[src/rtl/polar_butterfly_serializer_if.sv]
// Frame-in / bit-out handshake bundle between the bit-reversal stage,
// the polar encoder-serializer and the modulator.
interface polar_butterfly_serializer_if #(
  parameter int N = 256
);
  logic         in_valid;
  logic         in_ready;
  logic [N-1:0] data_in;
  logic         out_valid;
  logic         out_ready;
  logic         data_out;
  logic         out_last;
  logic         busy;

  modport master (
    output in_valid, data_in, out_ready,
    input  in_ready, out_valid, data_out, out_last, busy
  );

  modport slave (
    input  in_valid, data_in, out_ready,
    output in_ready, out_valid, data_out, out_last, busy
  );
endinterface

[src/rtl/polar_butterfly_serializer.sv]
// Polar kernel transform x = u*F^(x)LOG2N, one butterfly stage per clock,
// followed by a bit-serial valid/ready output of the codeword.

module pbs_lane #(
  parameter int LOG2N = 8
) (
  input  logic             v_i,
  input  logic [LOG2N-1:0] partner_i,
  input  logic [LOG2N-1:0] stage_i,
  output logic             v_o
);
  // partner_i[s] already holds v[i+2^s], or 0 where bit s of i is set
  always_comb begin
    v_o = v_i;
    for (int s = 0; s < LOG2N; s++)
      if (stage_i == LOG2N'(s)) v_o = v_i ^ partner_i[s];
  end
endmodule

module polar_butterfly_serializer #(
  parameter int N     = 256,
  parameter int LOG2N = 8
) (
  input  logic                          clk,
  input  logic                          rst,
  polar_butterfly_serializer_if.slave   bus
);
  typedef enum logic [1:0] {IDLE, ENC, OUT} state_e;

  state_e           state_q, state_d;
  logic [N-1:0]     v_q, v_d, v_bfly;
  logic [LOG2N-1:0] stage_q, stage_d;
  logic [LOG2N-1:0] idx_q, idx_d;
  logic             last_beat;

  assign last_beat = (idx_q == LOG2N'(N-1));

  for (genvar i = 0; i < N; i++) begin : g_lane
    logic [LOG2N-1:0] partner;
    for (genvar s = 0; s < LOG2N; s++) begin : g_pt
      if (((i >> s) & 1) == 0) begin : g_lo
        assign partner[s] = v_q[i + (1 << s)];
      end else begin : g_hi
        assign partner[s] = 1'b0;
      end
    end
    pbs_lane #(.LOG2N(LOG2N)) u_lane (
      .v_i       (v_q[i]),
      .partner_i (partner),
      .stage_i   (stage_q),
      .v_o       (v_bfly[i])
    );
  end

  always_ff @(posedge clk) begin
    if (rst) begin
      state_q <= IDLE;
      v_q     <= '0;
      stage_q <= '0;
      idx_q   <= '0;
    end else begin
      state_q <= state_d;
      v_q     <= v_d;
      stage_q <= stage_d;
      idx_q   <= idx_d;
    end
  end

  always_comb begin
    state_d = state_q;
    v_d     = v_q;
    stage_d = stage_q;
    idx_d   = idx_q;
    case (state_q)
      IDLE: if (bus.in_valid) begin
        v_d     = bus.data_in;
        stage_d = '0;
        state_d = ENC;
      end
      ENC: begin
        v_d     = v_bfly;
        stage_d = stage_q + 1'b1;
        if (stage_q == LOG2N'(LOG2N-1)) begin
          stage_d = '0;
          idx_d   = '0;
          state_d = OUT;
        end
      end
      OUT: if (bus.out_ready) begin
        // idx wraps to 0 naturally on the last beat
        idx_d = idx_q + 1'b1;
        if (last_beat) state_d = IDLE;
      end
      default: state_d = IDLE;
    endcase
  end

  // Outputs decode only from state and idx: no path from out_ready/in_valid
  always_comb begin
    bus.in_ready  = (state_q == IDLE);
    bus.busy      = (state_q != IDLE);
    bus.out_valid = 1'b0;
    bus.data_out  = 1'b0;
    bus.out_last  = 1'b0;
    if (state_q == OUT) begin
      bus.out_valid = 1'b1;
      bus.data_out  = v_q[idx_q];
      bus.out_last  = last_beat;
    end
  end
endmodule

[src/flat_wrapper.sv]
// flat-port wrapper written by rule: the top's interface ports become plain ports
module polar_butterfly_serializer_flat 
#(
  parameter int N     = 256,
  parameter int LOG2N = 8
)
  (clk, rst, bus_in_valid, bus_data_in, bus_out_ready, bus_in_ready, bus_out_valid, bus_data_out, bus_out_last, bus_busy);
  polar_butterfly_serializer_if #(.N(N)) bus_i ();
  input  logic clk;
  input  logic rst;
  input wire logic [$bits(bus_i.in_valid)-1:0] bus_in_valid;
  input wire logic [$bits(bus_i.data_in)-1:0] bus_data_in;
  input wire logic [$bits(bus_i.out_ready)-1:0] bus_out_ready;
  output wire logic [$bits(bus_i.in_ready)-1:0] bus_in_ready;
  output wire logic [$bits(bus_i.out_valid)-1:0] bus_out_valid;
  output wire logic [$bits(bus_i.data_out)-1:0] bus_data_out;
  output wire logic [$bits(bus_i.out_last)-1:0] bus_out_last;
  output wire logic [$bits(bus_i.busy)-1:0] bus_busy;
  assign bus_i.in_valid = bus_in_valid;
  assign bus_i.data_in = bus_data_in;
  assign bus_i.out_ready = bus_out_ready;
  assign bus_in_ready = bus_i.in_ready;
  assign bus_out_valid = bus_i.out_valid;
  assign bus_data_out = bus_i.data_out;
  assign bus_out_last = bus_i.out_last;
  assign bus_busy = bus_i.busy;
  polar_butterfly_serializer #(.N(N), .LOG2N(LOG2N)) u_core (.clk(clk), .rst(rst), .bus(bus_i));
endmodule
[config.mk]
export PLATFORM = sky130hd
export DESIGN_NAME = polar_butterfly_serializer_flat
export DESIGN_NICKNAME = d
export VERILOG_FILES = /design/src/rtl/polar_butterfly_serializer_if.sv /design/src/rtl/polar_butterfly_serializer.sv /design/src/flat_wrapper.sv
export SDC_FILE = /design/constraint.sdc
export NUM_CORES = 2
export LEC_CHECK = 0
export BUFFER_PORTS_ARGS = -buffer_cell sky130_fd_sc_hd__buf_2
export CORE_UTILIZATION = 30
export DETAILED_ROUTE_END_ITERATION = 16
export PLACE_DENSITY_LB_ADDON = 0.2
export SYNTH_ARGS = -nofsm -noshare
export SYNTH_HDL_FRONTEND = slang
export SYNTH_SLANG_ARGS = --single-unit
[constraint.sdc]
create_clock -name clk -period 3.9 [get_ports clk]
set_clock_uncertainty 0.1 [all_clocks]
set_input_delay 0.585 -clock clk [delete_from_list [all_inputs] [get_ports clk]]
set_output_delay 0.585 -clock clk [all_outputs]
set_load 0.02 [all_outputs]
-- Word level (Yosys, flattened, before mapping)
Index checks and enable logic that the tools add are counted.
- output and inout port bits: 5
- bits of input ports: 260
- register bits: 274
- word-level logic and storage cells: 3757
- order comparisons: 1
- $add $sub $neg: 2
- multiplexer cells: 1811
- bitwise gates (word level): 1025
- equality and inequality tests: 395
- reductions and logical operators: 264
- operators by type and width (cell ; count):
    1-bit 2-to-1 mux ; 1797
    1-bit bitwise XOR ; 1024
    256-bit case mux with 2 select lines ; 1
    6-bit AND reduction ; 70
    7-bit AND reduction ; 56
    6-bit by 5-bit inequality test with 1-bit output (second input constant) ; 50
    5-bit AND reduction ; 56
    5-bit by 4-bit inequality test with 1-bit output (second input constant) ; 55
    256-bit 2-to-1 mux ; 1
    5-bit inequality test (second input constant) ; 50
    8-bit AND reduction ; 28
    4-bit inequality test (second input constant) ; 55
    7-bit by 6-bit inequality test with 1-bit output (second input constant) ; 27
    6-bit inequality test (second input constant) ; 27
    4-bit by 3-bit inequality test with 1-bit output (second input constant) ; 36
    4-bit AND reduction ; 29
    3-bit inequality test (second input constant) ; 36
    9-bit AND reduction ; 8
    8-bit by 7-bit inequality test with 1-bit output (second input constant) ; 8
    7-bit inequality test (second input constant) ; 8
    3-bit by 2-bit inequality test with 1-bit output (second input constant) ; 13
    8-bit by 3-bit equality test with 1-bit output (second input constant) ; 4
    8-bit 2-to-1 mux ; 4
    2-bit inequality test (second input constant) ; 16
    21 further kinds ; 39

-- Depth between registers and ports, before layout
- depth after elaboration: 10
- gate-level depth with buffers: 13

-- Hierarchy
A second synthesis with hierarchy kept.
- cells, all modules: 10450
- area total of the unflattened synthesis: 72012.8 um2
- modules (own cells, without submodules) (module ; cells each ; seq. area each (um2) ; times used ; area an instance (um2)):
    pbs_lane ; 32 ; 0.0 ; 256 ; 219.0
    polar_butterfly_serializer ; 2258 ; 5485.3 ; 1 ; 15959.1

-- Worst setup path after synthesis
No wires, ideal clock.
- kind: reg2out
- start: reg u_core.idx_q[0]
- end: out bus_data_out
- stages on the path, launching flop included: 10
- buffers on the path: 3
- setup slack: 0.569 ns
- arrival: 2.646 ns
- cells stage by stage: dfxtp_1 > clkbuf_1 > buf_2 > clkbuf_1 > mux4_2 > a22oi_1 > nand3_1 > a31oi_1 > o21ai_0 > a32o_1
- longest elaborated chain between the ends: 3
- ends and longest elaborated chain (element ; RTL line ; source):
    start, declared ; polar_butterfly_serializer.sv:33 ; logic [LOG2N-1:0] idx_q, idx_d;
    start signal, assigned ; polar_butterfly_serializer.sv:65 ; idx_q <= idx_d;
    1-bit binary-select mux with 8-bit select ; polar_butterfly_serializer.sv:107 ; bus.data_out = v_q[idx_q];
    1-bit 2-to-1 mux (not written as such) ; polar_butterfly_serializer.sv:107 ;
    1-bit 2-to-1 mux ; polar_butterfly_serializer.sv:105 ; if (state_q == OUT) begin
    end, declared ; flat_wrapper.sv:16 ; output wire logic [$bits(bus_i.data_out)-1:0] bus_data_out;
Every way passes these cells. The select of a mux whose other input is x is not followed.

-- Worst setup path in the final report
Ends and elaborated chain as after synthesis.

==> flow_metrics.tcl <==
set metrics [dict create \
    slew_headroom -0.00321 \
    ys_ff_latch 274 \
    synth_edf_count 0 \
    violations "max-capacitance violations, max-slew violations, negative setup slack" \
    worstPathRequired_ps 3210 \
    clk_path_buf_depth 3 \
    overflow 0 \
    drive_above_1_share 0.284 \
    worstHoldStart "bus_data_in[134]" \
    max_freq_mhz 239 \
    finish.instance_area_mm2 0.0353 \
    syn_avg_cell_area_um2 7.08 \
    postCtsHoldBufs 0 \
    startpoint "u_core.idx_q[0]$_SDFFE_PP0P_" \
    setup_viol 3 \
    vias 39793 \
    critical_path_arrival_ps 3500 \
    fill_cells 9276 \
    synth-main-ff-cell "dfxtp_1" \
    grt_max_degree 145 \
    timing.final.crit_period_ps 4190 \
    r2r_slack_ps -120 \
    synth_top_area_frac 0.208 \
    cts_tree "done" \
    antenna_found_initial 33 \
    status "finished, violations left" \
    yosysUniqueCellTypes 100 \
    cts.clk_slew.worst_paths_ps 60 \
    first_pass_iters 8 \
    crit_path_end_kind "output pin" \
    reg2reg_to "u_core.v_q[46]$_SDFFE_PP0P_" \
    fin_crit_sh 1.07 \
    reg2reg_depth 11 \
    power_leakage_nw 14.0 \
    synthesis.nets 3986 \
    post-route-util 0.406 \
    place_hpwl_mm 187 \
    rows 108 \
    die_h_um 298 \
    hold_path_class "in2reg" \
    via_per_inst 7.19 \
    drv_cap 1 \
    place_area_mm2 0.0334 \
    synthTopCellsByArea "dfxtp_1 (21%), nand2_1 (6.9%), a21oi_1 (5.7%)" \
    core_area_mm2 0.0869 \
    h-tree-depth 2 \
    wire_per_inst_um 44.6 \
    ir_drop_mv 0.325 \
    globalplace.congestion 1.11 \
    ant_nets 0 \
    hold_viol 0 \
    io_buffers 264 \
    start_util 0.303 \
    syn_inst 3721 \
    r2r_start "u_core.stage_q[1]$_SDFFE_PP0P_" \
    endpoint "bus_data_out" \
    worstMarginPinSlew_ps 1490 \
    grt_pass1_wl_mm 325 \
    clockRootBuffer "clkbuf_16" \
    clock_sinks 274 \
    total_power_w 0.0127 \
    yosys_warnings 0 \
    synth.most_common_cell "nand2_1" \
    nets 4586 \
    synthTopCellsByCount "nand2_1 (481), nor2_1 (356), a21oi_1 (300)" \
    multi_input_area_mm2 0.0193 \
    syn_area_mm2 0.0263 \
    place_ws_ps -341 \
    first_global_vias 35929 \
    drt_iter0_drc 7394 \
    rsz0062_at_grt "true" \
    clock_latency_ps 650 \
    setup_ws_ps -289 \
    io-pin-count 265 \
    slew_violations 1 \
    path_max_fanout 7 \
    powerDensity_mw_per_mm2 359 \
    yosysSeqAreaShare 0.208 \
    grt_usage 0.534 \
    regArea_mm2 0.00549 \
    drc_errors 0 \
    dieArea_mm2 0.0890 \
    area_delta_synth_final_pct 33.9 \
    cp-start-kind "flip-flop" \
    async_reset_ff_frac 0 \
    die_w_um 298 \
    synth.largest_area_cell "dfxtp_1" \
    cts_made_buffers 42 \
    crit_type "reg2out" \
    drt-total-wl_mm 247 \
]
-- repair_timing --
action	4_1_cts	5_1_grt
buffers inserted	11	8
endpoints found under the setup margin	1	7
gates resized for setup	12	15
pin swaps	1	4
gates cloned	1	0
-- how the worst min path moves through the flow --
stage	to	slack (ps)	depth (start not counted)
floorplan	u_core.v_q[4]$_SDFFE_PP0P_	370	2
global placement	u_core.v_q[4]$_SDFFE_PP0P_	410	2
detailed placement	u_core.v_q[4]$_SDFFE_PP0P_	420	2
CTS	u_core.v_q[134]$_SDFFE_PP0P_	110	3
global route	u_core.v_q[134]$_SDFFE_PP0P_	130	3
finish	u_core.v_q[134]$_SDFFE_PP0P_	110	3
-- worst max-delay path, stage by stage, from the launching register on --
cell,delay (ps)
dfxtp_4,530
buf_6,150
buf_12,150
mux4_2,540
mux4_2,560
mux2i_1,220
buf_4,210
a311oi_1,110
a32o_2,270
buf_6,130
-- kinds of logic after synthesis --
logic type / share of synthesized area
AO/OA/AOI/OAI: 0.405
AND/OR/NAND/NOR: 0.218
buffers and inverters: 0.0690
flip-flops: 0.208
multiplexers: 0.0921
XOR/XNOR: 0.00598
adder cells (fa/ha/maj): 0.00237
-- cell usage in the layout (no fill, tap or decap), drive strengths merged, types with 16 or more instances in the layout --
master	count
o211ai	53
dfxtp	274
mux4	60
a221oi	29
a31oi	119
o221ai	57
a21oi	301
o21ai	248
o31ai	102
a21o	27
nand2	481
a211oi	32
o31a	37
o21a	16
a311oi	17
a22o	34
nand3	123
o22ai	148
a211o	22
nor2	358
and2	38
o22a	16
a2bb2oi	22
a32oi	18
nand4	22
a22oi	89
buf	962
or3	29
and3	30
o32ai	29
mux2	28
mux2i	76
diode	25
inv	33
nor2b	17
nor3	80
clkbuf	61
nor4	27
-- power by group --
group	internal [W]	switching, W
logic	0.00167	0.00314
registers	0.00305	0.000420
clock network	0.00257	0.00180
total	0.00729	0.00537
-- through the flow --
step | hold slack [ps] | instances | setup TNS (ps)
2_1_floorplan | 372 | 3721 | 0
3_3_place_gp | 413 | 5413 | -373
3_5_place_dp | 418 | 5413 | -341
4_1_cts | 106 | 5501 | -210
5_1_grt | 126 | 5511 | -262
6_report | 111 | 5533 | -452
-- registers in the layout, summed over array words and instances, names as in the netlist --
name and cells:
u_core.idx_q 8, u_core.stage_q 8, u_core.state_q 2, u_core.v_q 256
-- routing by layer --
metal | routed length [um] | global-route usage | up-vias
met1 | 93100 | 0.670 | 19366
met3 | 35000 | 0.203 | 1077
met5 | 262 | 0.0148 | -
met2 | 94700 | 0.723 | 3776
li1 | - | - | 15558
met4 | 23800 | 0.425 | 16
-- cell type report --
type | instances | share of cell area
diodes | 25 | 0.00177
clock buffers | 61 | 0.0355
clock inverters | 15 | 0.00660
inverters | 31 | 0.00333
multi-input cells | 3009 | 0.547
flip-flops and latches | 274 | 0.156
well taps | 1155 | 0.0410
repair buffers | 963 | 0.209
(Power assumes the default switching activity.)
